===== src/rtl/mrelbp_pkg.sv =====
// Shared MRELBP definitions: CI sequencer state encoding, per-radius window
// sides and the default CI datapath latency.
package mrelbp_pkg;

   typedef enum logic [1:0] {
      ST_IDLE  = 2'd0,
      ST_FILL  = 2'd1,
      ST_RUN   = 2'd2,
      ST_FLUSH = 2'd3
   } ci_state_e;

   localparam int K_R2 = 5;
   localparam int K_R4 = 9;
   localparam int K_R6 = 13;
   localparam int K_R8 = 17;

   localparam int CI_LAT_DEFAULT = 2;

endpackage


===== src/rtl/mrelbp_valid_delay.sv =====
// LAT-stage valid shift register with synchronous clear, shared by all
// per-radius CI sequencers to align window-valid with the datapath output.
module mrelbp_valid_delay
   import mrelbp_pkg::*;
#(
   parameter int LAT = CI_LAT_DEFAULT
) (
   input  logic clk,
   input  logic rst,
   input  logic clr_i,
   input  logic vld_i,
   output logic vld_o
);

   logic [LAT-1:0] sr_q;

   generate
      if (LAT == 1) begin : g_one
         always_ff @(posedge clk) begin
            if (rst || clr_i) sr_q <= '0;
            else              sr_q <= vld_i;
         end
      end else begin : g_multi
         always_ff @(posedge clk) begin
            if (rst || clr_i) sr_q <= '0;
            else              sr_q <= {sr_q[LAT-2:0], vld_i};
         end
      end
   endgenerate

   assign vld_o = sr_q[LAT-1];

endmodule


===== src/rtl/mrelbp_ci_frame_ctrl.sv =====
// Frame sequencer for the MRELBP CI sliding-window sum: raster pixel counting,
// registered ld/acc/slide enables, window/CI valid and frame completion.
// Optional protocol error flag built only with MRELBP_CI_CTRL_ERR_EN defined.
module mrelbp_ci_frame_ctrl
   import mrelbp_pkg::*;
#(
   parameter int COLS = 11,
   parameter int ROWS = 11,
   parameter int K    = K_R4,
   parameter int LAT  = CI_LAT_DEFAULT
) (
   input  logic clk,
   input  logic rst,
   input  logic start_i,
   input  logic valid_i,
   output logic ld_en_o,
   output logic acc_en_o,
   output logic slide_en_o,
   output logic win_valid_o,
   output logic ci_valid_o,
   output logic busy_o,
   output logic done_o,
   output logic progress_done_o,
   output logic err_o
);

   localparam int CW = $clog2(COLS);
   localparam int RW = $clog2(ROWS);
   localparam int LW = $clog2(LAT + 1);

   localparam logic [CW-1:0] COL_LAST      = CW'(COLS - 1);
   localparam logic [RW-1:0] ROW_LAST      = RW'(ROWS - 1);
   localparam logic [RW-1:0] ROW_FILL_LAST = RW'(K - 2);
   // One extra bit so K == COLS (e.g. power-of-two widths) cannot alias to 0.
   localparam logic [CW:0]   K_C           = (CW + 1)'(K);
   localparam logic [CW:0]   KM1_C         = (CW + 1)'(K - 1);
   localparam logic [LW-1:0] LAT_C         = LW'(LAT);

   ci_state_e     state_q, state_d;
   logic [CW-1:0] col_q, col_d;
   logic [RW-1:0] row_q, row_d;
   logic [LW-1:0] cnt_q, cnt_d;
   logic          prog_q, prog_d;
   logic          ld_q, acc_q, slide_q, win_q;
   logic          ld_d, acc_d, slide_d, win_d;
   logic          run_px;

   always_comb begin
      state_d = state_q;
      col_d   = col_q;
      row_d   = row_q;
      cnt_d   = cnt_q;
      prog_d  = prog_q;
      run_px  = 1'b0;
      if (start_i) begin
         // Start (or abort) restarts the frame; a coincident pixel is (0,0).
         state_d = ST_FILL;
         row_d   = '0;
         col_d   = valid_i ? CW'(1) : '0;
         cnt_d   = '0;
         prog_d  = 1'b0;
      end else begin
         case (state_q)
            ST_FILL, ST_RUN: begin
               if (valid_i) begin
                  run_px = (state_q == ST_RUN);
                  if (col_q == COL_LAST) begin
                     col_d = '0;
                     row_d = row_q + 1'b1;
                     if (state_q == ST_FILL && row_q == ROW_FILL_LAST) begin
                        state_d = ST_RUN;
                     end
                     if (state_q == ST_RUN && row_q == ROW_LAST) begin
                        state_d = ST_FLUSH;
                        row_d   = '0;
                        cnt_d   = LAT_C;
                     end
                  end else begin
                     col_d = col_q + 1'b1;
                  end
               end
            end
            ST_FLUSH: begin
               if (cnt_q == '0) begin
                  state_d = ST_IDLE;
                  prog_d  = 1'b1;
               end else begin
                  cnt_d = cnt_q - 1'b1;
               end
            end
            default: ;
         endcase
      end
   end

   always_comb begin
      ld_d    = run_px && (col_q == '0);
      acc_d   = run_px && (col_q != '0) && ({1'b0, col_q} <= KM1_C);
      slide_d = run_px && ({1'b0, col_q} >= K_C);
      win_d   = run_px && ({1'b0, col_q} >= KM1_C);
   end

   always_ff @(posedge clk) begin
      if (rst) begin
         state_q <= ST_IDLE;
         col_q   <= '0;
         row_q   <= '0;
         cnt_q   <= '0;
         prog_q  <= 1'b0;
         ld_q    <= 1'b0;
         acc_q   <= 1'b0;
         slide_q <= 1'b0;
         win_q   <= 1'b0;
      end else begin
         state_q <= state_d;
         col_q   <= col_d;
         row_q   <= row_d;
         cnt_q   <= cnt_d;
         prog_q  <= prog_d;
         ld_q    <= ld_d;
         acc_q   <= acc_d;
         slide_q <= slide_d;
         win_q   <= win_d;
      end
   end

   // Any start flushes in-flight window valids so an aborted frame emits no CI.
   mrelbp_valid_delay #(.LAT(LAT)) u_ci_dly (
      .clk   (clk),
      .rst   (rst),
      .clr_i (start_i),
      .vld_i (win_q),
      .vld_o (ci_valid_o)
   );

`ifdef MRELBP_CI_CTRL_ERR_EN
   logic err_q, err_d;

   always_comb begin
      err_d = err_q
            | (start_i && state_q != ST_IDLE)
            | (valid_i && state_q == ST_FLUSH)
            | (valid_i && !start_i && state_q == ST_IDLE && prog_q);
   end

   always_ff @(posedge clk) begin
      if (rst) err_q <= 1'b0;
      else     err_q <= err_d;
   end

   assign err_o = err_q;
`else
   assign err_o = 1'b0;
`endif

   assign ld_en_o         = ld_q;
   assign acc_en_o        = acc_q;
   assign slide_en_o      = slide_q;
   assign win_valid_o     = win_q;
   assign busy_o          = (state_q != ST_IDLE);
   assign done_o          = (state_q == ST_FLUSH) && (cnt_q == '0);
   assign progress_done_o = prog_q;

endmodule


===== config.mk =====
export PLATFORM = sky130hd
export DESIGN_NAME = mrelbp_ci_frame_ctrl
export DESIGN_NICKNAME = d
export VERILOG_FILES = /design/src/rtl/mrelbp_pkg.sv /design/src/rtl/mrelbp_valid_delay.sv /design/src/rtl/mrelbp_ci_frame_ctrl.sv
export SDC_FILE = /design/constraint.sdc
export NUM_CORES = 1
export LEC_CHECK = 0
export CAP_MARGIN = 20
export CORE_UTILIZATION = 35
export DETAILED_ROUTE_END_ITERATION = 7
export PLACE_DENSITY = 0.57
export SLEW_MARGIN = 0
export SYNTH_ARGS = -nofsm -noshare
export SYNTH_HDL_FRONTEND = slang
export SYNTH_HIERARCHICAL = 1
export SYNTH_SLANG_ARGS = --single-unit
export TNS_END_PERCENT = 1

===== constraint.sdc =====
create_clock -name clk -period 5.05 [get_ports clk]
set_input_delay 0.505 -clock clk [delete_from_list [all_inputs] [get_ports clk]]
set_output_delay 0.505 -clock clk [all_outputs]
set_load 0.01 [all_outputs]

## Word level (Yosys, flattened, before mapping)

Index checks and enable logic that the tools add are counted.

| storage, ports and cells | value |
|---|---|
| output and inout port bits | 9 |
| flip-flop bits (word level) | 19 |

| cells by class | value |
|---|---|
| multiplexer cells | 21 |
| add/subtract/negate cells | 3 |
| reductions and logical operators | 25 |
| equality and inequality tests | 16 |
| magnitude comparators | 3 |

Operators with widths:

| kind | number |
|---|---|
| 2-to-1 mux 4 bit | 5 |
| 2-to-1 mux 2 bit | 9 |
| AND reduction 5 bit | 3 |
| inequality test 3 bit, second input constant | 4 |
| inequality test 2 bit, second input constant | 5 |
| adder 4 x 1 -> 4 bit, second input constant | 2 |
| equality test 4 bit, second input constant | 2 |
| greater-or-equal comparator 4 bit, second input constant | 2 |
| logical AND 1 bit | 8 |
| case mux 2 bit (2 select lines) | 2 |
| nonzero test 2 bit | 4 |
| 2-to-1 mux 1 bit | 5 |
| equality test 2 bit, second input constant | 2 |
| equality test 4 x 3 -> 1 bit, second input constant | 1 |
| <= comparator 4 bit, second input constant | 1 |
| logical NOT 4 bit | 1 |
| inequality test 4 bit, second input constant | 1 |
| AND reduction 2 bit | 2 |
| nonzero test 4 bit | 1 |
| OR reduction 2 bit | 2 |
| AND reduction 3 bit | 1 |
| nonzero test 3 bit | 1 |
| equality test 2 x 1 -> 1 bit, second input constant | 1 |
| logical NOT 2 bit | 1 |
| 2 further kinds | 2 |

## Depth between registers and ports, before layout

Gate-level depths: netlist of the first run.

| depth | value |
|---|---|
| depth after elaboration | 8 |
| depth in mapped cells | 7 |
| depth with buffers taken out | 6 |

## Hierarchy

Netlist of the first run, hierarchy kept.

Modules (own cells, without submodules):

| module | cells each | sequential area each (um^2) | times used | area each (um^2) |
|---|---|---|---|---|
| mrelbp_ci_frame_ctrl | 106 | 340.3 | 1 | 934.6 |
| mrelbp_valid_delay | 4 | 40.0 | 1 | 55.1 |

## Worst setup path after synthesis of the first run

No wires, ideal clock.

| path | value |
|---|---|
| path kind | register -> register |
| start | register state_q[0] |
| end | register state_q[1] |
| library setup time | 59 ps |
| required time | 4991 ps |
| path slack | 3192 ps |
| arrival | 1799 ps |
| path buffers | 1 |
| cell stages (with the launch flop) | 8 |
| path through | dfxtp_1 -> inv_1 -> ha_1 -> clkbuf_1 -> mux2i_1 -> a211o_1 -> or4_1 -> nand2_1 |

| on the way | value |
|---|---|
| word-level cells in the longest chain between the ends | 6 |
| elaborated cells between the ends (all ways) | 16 |

RTL lines:

| item | line | RTL |
|---|---|---|
| start, declared | mrelbp_ci_frame_ctrl.sv:39 | `ci_state_e state_q, state_d;` |
| start signal, assigned | mrelbp_ci_frame_ctrl.sv:115 | `state_q <= state_d;` |
| equality test 2 bit | mrelbp_ci_frame_ctrl.sv:63, mrelbp_ci_frame_ctrl.sv:73 |  |
| logical AND 1 bit | mrelbp_ci_frame_ctrl.sv:73 | `if (state_q == ST_RUN && row_q == ROW_LAST) begin` |
| 2-to-1 mux 2 bit | mrelbp_ci_frame_ctrl.sv:73 |  |
| 2-to-1 mux 2 bit | mrelbp_ci_frame_ctrl.sv:67 | `if (col_q == COL_LAST) begin` |
| 2-to-1 mux 2 bit | mrelbp_ci_frame_ctrl.sv:65 | `if (valid_i) begin` |
| case mux 2 bit (2 select lines) | mrelbp_ci_frame_ctrl.sv:63 | `case (state_q)` |

Parallel ways exist; a longest one is shown, timed or not. The select of a mux whose other input is x is not followed.
A chain may end at the register's enable or synchronous reset.

## Worst setup path after layout of the first run

| path | value |
|---|---|
| start | register state_q[0] |
| end | output done_o |

| on the way | value |
|---|---|
| word-level cells in the longest chain between the ends | 2 |

RTL lines:

| item | line | RTL |
|---|---|---|
| equality test 2 bit | mrelbp_ci_frame_ctrl.sv:161 | `assign done_o = (state_q == ST_FLUSH) && (cnt_q == '0);` |
| logical AND 1 bit | mrelbp_ci_frame_ctrl.sv:161 |  |
| end, declared | mrelbp_ci_frame_ctrl.sv:22 | `output logic done_o,` |

Every way passes these cells.

==> results of run 1 <==
==> metal layers <==
metal	wire (um)	track usage	part of all wire	vias up
li1	-	-	-	405
met1	970	0.200	0.51	362
met2	825	0.245	0.44	17
met3	78	0.0328	0.041	4
met4	19	0.0500	0.010	0
met5	0	0	0	-
==> cell type report <==
cell class              count  area [um^2]  share of cell area
repair buffers             11          110              0.0967
clock buffers               3         22.5              0.0198
well taps                  30         37.5              0.0330
inverters                   8         30.0              0.0264
clock inverters             1         5.00             0.00440
flip-flops and latches     19          380               0.334
multi-input cells          79          553               0.486
==> cell families after synthesis <==
| logic type | count (synthesis) |
|---|---|
| multiplexers | 2 |
| AO/OA/AOI/OAI | 21 |
| adder cells (fa/ha/maj) | 7 |
| flip-flops | 19 |
| AND/OR/NAND/NOR | 43 |
| XOR/XNOR | 5 |
| other | 1 |
| buffers and inverters | 12 |
==> where the power goes <==
part | total [mW] | switching (mW) | internal (mW)
Combinational | 0.0323 | 0.0173 | 0.0150
Clock | 0.0795 | 0.0500 | 0.0296
Sequential | 0.155 | 0.00293 | 0.152
Total | 0.266 | 0.0702 | 0.196
==> worst min path at each step <==
stage                       endpoint             start  depth (start not counted)  slack [ps]
floorplan           u_ci_dly/sr_q[1]  u_ci_dly/sr_q[0]                          1         440
global placement     progress_done_o   progress_done_o                          1         450
detailed placement  u_ci_dly/sr_q[1]  u_ci_dly/sr_q[0]                          1         460
CTS                 u_ci_dly/sr_q[1]  u_ci_dly/sr_q[0]                          1         470
global route        u_ci_dly/sr_q[1]  u_ci_dly/sr_q[0]                          1         480
finish              u_ci_dly/sr_q[1]  u_ci_dly/sr_q[0]                          1         470
==> through the flow <==
stage | hold WS (ps) | instances
CTS | 473 | 151
floorplan | 438 | 110
detailed placement | 456 | 147
finish | 469 | 151
global placement | 450 | 147
global route | 479 | 151
==> state kept, by name, summed over array words and instances (netlist names) <==
register,cells
cnt_q,2
acc_en_o,1
col_q,4
ld_en_o,1
win_valid_o,1
row_q,4
u_ci_dly/sr_q,2
progress_done_o,1
state_q,2
slide_en_o,1
==> cells in the final DEF, fill, tap and decap left out, types with 2 or more instances in the layout <==
cell type        instances
inv_1                    8
nor3_1                   3
a21oi_1                  7
or2_2                    2
clkbuf_4                 3
xnor2_1                  3
nand2_1                  3
xor2_1                   2
and2_1                   2
mux2i_1                  2
nand4b_1                 2
nor3b_1                  4
clkdlybuf4s50_1         11
o21ai_0                  4
nand3b_1                 2
nand4_1                  2
and3_1                   2
nor2_1                  12
dfxtp_1                 19
ha_1                     7
nand3_1                  4
==> worst max-delay path, cell delays in order, from the launching register on <==
cell and delay (ps):
dfxtp_1 420, ha_1 320, and2_1 230, clkdlybuf4s50_1 560
==> impl_summary.md, run 1 <==
Run status
The flow ran to the end, and the final reports show no timing, DRC or antenna violations.

STA
The setup skew after layout is 6.97 ps. The setup-violating endpoint count in the final report is 0. Derived from the worst setup path, the maximum achievable clock frequency is 428 MHz. The worst max-slew margin expressed relative to the limit is 0.659. Setup repair after global routing left no endpoint under its margin. For the finished layout, the period the worst path requires is 2340 ps. Summed over all failing endpoints, the final setup total negative slack is 0 ps. The number of max-slew violations in the final report came to 0. Once routing completed, OpenROAD measured the worst setup slack at 2710 ps.

The final count of hold timing violations came to 0. For the pin with the worst max-slew slack, the measured transition is 507 ps. Dividing the final minimum period by the clock period gives 0.463.

Logic synthesis
After synthesis, the most frequently instantiated cells are dfxtp_1 (19), nor2_1 (12), inv_1 (8), a21oi_1 (7), ha_1 (7). Of the total synthesized cell area, the portion taken by full adders, half adders and majority gates is 0.0885. The mean post-synth cell area is 9.00 um^2. The number of instances in the synthesized netlist is 110.

By instance count, the leading cell after synthesis is dfxtp_1. The number of enable-type register cells in the synthesized netlist is 0. The distinct cell type count of the synthesized netlist is 39. The synthesized design contains 19 register bits. Of the total synthesized cell area, the portion taken by AND, OR, NAND and NOR gates is 0.268. The cell type with the largest total area after synthesis is dfxtp_1. The fraction of registers with async set or reset after synthesis is 0. Of the total synthesized cell area, the portion taken by XOR and XNOR cells is 0.0442. Sorting the synthesized cells by area gives the leading types as dfxtp_1 (38%), ha_1 (8.8%), nor2_1 (4.6%). When the netlist entered floorplanning its net count stood at 121.

The post-synthesis compound-gate area fraction is 0.134. The combinational family with the most area after synthesis is simple AND/OR/NAND/NOR gates. In this run the cell area of the synthesized design comes to 990 um^2. Yosys printed 6 warnings. The part of the Yosys area used for sequential elements is 0.384. The most used flip-flop cell after synthesis is dfxtp_1. Of the post-synthesis cell area, the dominant cell type holds 0.384.

After synthesis, the share of cell area in mux cells is 0.0202.

Clocking
Buffers inserted to repair hold after CTS numbered 0. The number of clock sinks is 19. The TritonCTS clock tree is yes.

Buffers inserted during clock tree synthesis total 3. The post-CTS setup buffer count is 0. Clock latency on the worst-skew pair, taken at its later pin, is 300 ps. Clock tree synthesis selected as its root buffer the cell clkbuf_4. The number of gates resized after CTS was 0. The largest buffer count on any clock path is 2. The count of H-tree levels built during CTS is 1. The clock-pin slew of the registers on the worst-case setup and hold paths is 120 ps.

Worst setup path
The capture instance of the worst register-to-register path is state_q[1]. Of all nets on the critical path, the largest fanout is 7. The nature of the critical path endpoint is a primary output.

The startpoint identified for the worst register-to-register timing path is state_q[0]. The worst setup path is of the reg -> out kind. The arrival time at the worst endpoint is 1830 ps. The last element of the critical path is done_o. STA classifies the critical path startpoint as a flop. Counting cells, the worst reg-to-reg path comes to 6. Tracing the worst setup path back leads to its startpoint at state_q[0].

The setup check on the worst reg-to-reg path leaves a slack of 3100 ps. At the worst endpoint, the required time is 4550 ps.

Pwr
Power spread over the standard cell area amounts to 234 mW/mm^2. The design draws 266 uW. For this design the static power due to leakage is 0.406 nW. IR analysis of the VDD net gives a maximum drop of 0.113 mV.

Detailed routing
The initial DRC count is 6. The average wire per standard cell is 12.5 um. For this run, design rule violations remaining after detail routing come to 0. The detailed router placed 788 vias in this run. The final layout contains routed wiring with a total length of 1890 um. The post-detailed-route via-to-cell ratio is 5.22. The count of nets left with antenna violations once routing finished came out at 0. The length of the first detailed-routing pass in iterations is 4.

Place
The final weighted congestion in routability-driven placement is 0.765. The total placed instance area is 0.00111 mm^2. Before CTS, the worst setup slack after placement is 2990 ps. Buffers placed on the I/O ports in this run total 11. The HPWL after detailed placement is 1430 um.

Final layout
Compared with the post-synthesis result, the final layout area differs by 15.0%. 0 antenna diodes ended up in the layout. Of the cells placed in the final design, the portion with a size suffix greater than 1 is 0.0661. At the end of the flow, the number of nets in the layout was 133. Measured on the finished design, the core utilization comes to 0.443. The final-layout fill cell count is 270.

The post-route cell area is 0.00114 mm^2.

Global route
Across every metal layer, demand over resource in global routing totals 0.152. The via count of the first global-routing pass is 762. The pin count of the biggest net entering global routing is 12. The aggregate global routing overflow is 0. The initial antenna violation count came to 0. The first-pass GRT wire length is 3260 um.

Floorplan
The floorplan has 18 rows. The core region is 0.00257 mm^2. The number of top-level pins is 13. The initial core utilization is 0.385. The die width is 55.2 um.

In this run the vertical extent of the chip is 55.2 um. The floorplan step defined a die boundary enclosing 0.00304 mm^2.

Worst hold path
The classification of the worst-slack hold path is reg -> reg.

Run
Across the run, the number of max-cap violations was 0.
(Power assumes the default switching activity.)
==> inputs of run 2 (changes only) <==
Clock period 5.05 ns to 2.2 ns, I/O delays scaled along.
==> run 2 against run 1 <==
Clock skew fell by 0.52 ps. Hold slack improved by 1.9 ps. Combinational power rose by 140%. Largest power group unchanged.
==> impl_summary.md, run 2 (synthesis results as in run 1) <==
Detailed routing
The residual DRC count is 0 (unchanged). The post-detailed-route via-to-cell ratio is 5.17 (was 5.22). The residual antenna-violating net count after detailed routing came to 0 (unchanged). The initial DRC count is 10 (was 6). The length of the first detailed-routing pass in iterations is 4 (unchanged). The average wire per standard cell came to 12.9 um (was 12.5 um).

The aggregate routed wire length came to 1960 um (was 1890 um). The via count is 786 (was 788).

Global route
The met1 routing resource usage after global routing is 0.211 (was 0.200). The first-pass GRT wire length is 3420 um (was 3260 um). The all-layer global routing usage was 0.165 (was 0.152). The pin count of the biggest net entering global routing is 12 (unchanged). The via count of the first global-routing pass is 763 (was 762). The aggregate global routing overflow is 0 (unchanged).

The initial antenna violation count came to 0 (unchanged). The global routing usage on met2 is 0.259 (was 0.245). The met3 demand-to-capacity share in global routing is 0.0574 (was 0.0328).

The most congested layer reported by global routing is met2 (unchanged).

Clocking
The post-CTS setup buffer count is 0 (unchanged). The clock-pin slew of the registers on the worst-case setup and hold paths is 110 ps (was 120 ps). The count of H-tree levels built during CTS came to 1 (unchanged). The root buffer selected by CTS is clkbuf_4 (unchanged). The largest buffer count on any clock path is 2 (unchanged). The number of clock sinks is 19 (unchanged). The TritonCTS clock tree is yes (unchanged). The latest clock arrival within the worst-skew pair is 300 ps (about the same).

The TritonCTS buffer count is 3 (unchanged).

Worst setup path
Cell Chain, Critical Path: ha_2 > and2_1 > clkdlybuf4s50_1 (was ha_1 > and2_1 > clkdlybuf4s50_1). The start-to-end type of the worst setup path is reg -> out (unchanged). The register-to-register path setup slack is 250 ps (was 3100 ps). The category of the worst setup path launch point is a flop (unchanged).

The stage delay of the slowest cell on the critical path is 560 ps (about the same). The required time of the worst setup path is 1980 ps (was 4550 ps). The capture instance of the worst register-to-register path is state_q[1] (unchanged). The maximum fanout along the worst path is 7 (unchanged). The nature of the critical path endpoint was a primary output (unchanged). The logic depth of the worst register-to-register path is 6 (unchanged).

The slowest stage cell on the critical path is clkdlybuf4s50_1 (unchanged). The arrival time at the worst endpoint was 1750 ps (was 1830 ps). The worst reg2reg path startpoint is state_q[0] (unchanged).

Run
The count of maximum capacitance violations is 0 (unchanged).

Pwr
The total power is 609 uW (was 266 uW). The reported leakage power is 0.408 nW (was 0.406 nW). The power per standard cell area was 530 mW/mm^2 (was 234 mW/mm^2). The peak supply drop is 0.323 mV (was 0.113 mV).

Place
The HPWL after detailed placement came to 1460 um (was 1430 um). The number of buffer cells added on primary ports was 11 (unchanged). The final weighted congestion in routability-driven placement is 0.833 (was 0.765).

Final layout
The count of nets after finishing is 134 (was 133). The commonest non-fill, non-tap cell in the layout is dfxtp_1 (unchanged). The signed area change from the synthesized netlist to the final layout is 16.1% (was 15.0%). Top library cells by usage in the layout, fill and taps aside: dfxtp_1 (19), nor2_1 (12), clkdlybuf4s50_1 (11), inv_1 (8), a21oi_1 (7) (was dfxtp_1 (19), nor2_1 (12), clkdlybuf4s50_1 (11), inv_1 (8)). The final core utilization is 0.447 (was 0.443). The proportion of layout cells with a drive suffix above 1 is 0.0820 (was 0.0661). Largest registers: col_q (4), row_q (4) (unchanged). The number of diodes added for antenna fixing was 0 (unchanged). The final-layout fill cell count is 270 (unchanged).

STA
The worst max-slew margin expressed relative to the limit is 0.650 (was 0.659). The setup skew after layout was 6.45 ps (was 6.97 ps). The number of max-slew violations in the final report is 0 (unchanged). The final clock period utilization by the worst path is 0.897. Setup repair after global routing missed its margin: false (unchanged).

The final period demand of the worst path is 1970 ps. The minimum hold slack is 471 ps (was 469 ps). The final total negative setup slack is 0 ps (unchanged). The setup-violating endpoint count in the final report is 0 (unchanged). Static timing analysis puts the maximum clock frequency at 507 MHz. The transition at the pin with the smallest max-transition slack is 520 ps (was 507 ps).

The final count of hold timing violations is 0 (unchanged).

Worst hold path
The sink of the worst hold path is u_ci_dly/sr_q[1] (unchanged). The classification of the worst-slack hold path was reg -> reg (unchanged). The source of the worst hold timing path is u_ci_dly/sr_q[0] (unchanged).

The worst hold path cell count is 1 (unchanged).

Floorplan
The number of placement rows was 18 (unchanged). The height of the chip came to 55.2 um (unchanged). The number of top-level pins is 13 (unchanged). The die width was 55.2 um (unchanged). The initial core utilization is 0.385 (unchanged). The area enclosed by the die boundary was 0.00304 mm^2 (unchanged). The area of the core is 0.00257 mm^2 (unchanged).

Run status
Status: finished, final reports clean (unchanged).
-- run 2: area by class of cell --
cell class	instances	area, um^2	area share
Multi-Input combinational cell	79	556	0.484
Sequential cell	19	380	0.331
Timing Repair Buffer	12	118	0.102
Tap cell	30	37.5	0.0327
Inverter	8	30.0	0.0261
Clock buffer	3	22.5	0.0196
Clock inverter	1	5.00	0.00436
-- run 2: worst max path at each step --
stage	startpoint	to	slack, ps	cells past startpoint
2_1_floorplan	state_q[0]	state_q[1]	340	7
3_3_place_gp	state_q[0]	state_q[1]	370	6
3_5_place_dp	state_q[0]	state_q[1]	320	6
4_1_cts	state_q[0]	done_o	140	3
5_1_grt	state_q[0]	done_o	90	3
6_report	state_q[0]	done_o	230	3
-- run 2: through the flow --
step / setup slack, ps / std cells / area, um^2
6_report: 227 / 152 / 1150
3_3_place_gp: 374 / 148 / 1120
2_1_floorplan: 342 / 110 / 990
3_5_place_dp: 319 / 148 / 1120
5_1_grt: 89.7 / 152 / 1150
4_1_cts: 142 / 152 / 1150
-- run 2: where the power goes --
group / total [mW] / switching [mW] / internal, mW / leakage, nW
Sequential: 0.355 / 0.00675 / 0.348 / 0.154
Combinational: 0.0762 / 0.0404 / 0.0358 / 0.237
Clock: 0.177 / 0.110 / 0.0678 / 0.0177
-- run 2: layer usage --
layer	routed length (um)	part of all wire	up-vias
met2	867	0.44	19
li1	-	-	407
met1	977	0.50	358
met5	0	0	-
met4	20	0.010	0
met3	91	0.046	2
-- run 2: critical path, delay by kind of cell (launching register included) --
family	cells	cell delay [ps]
buffers and inverters	1	560
DFF	1	410
adders and majority gates	1	280
and+or+nand+nor	1	210
-- run 2: timing repair --
item,CTS,global route
resized for setup,0,1
endpoints found under the setup margin,0,1
hold buffers,0,0
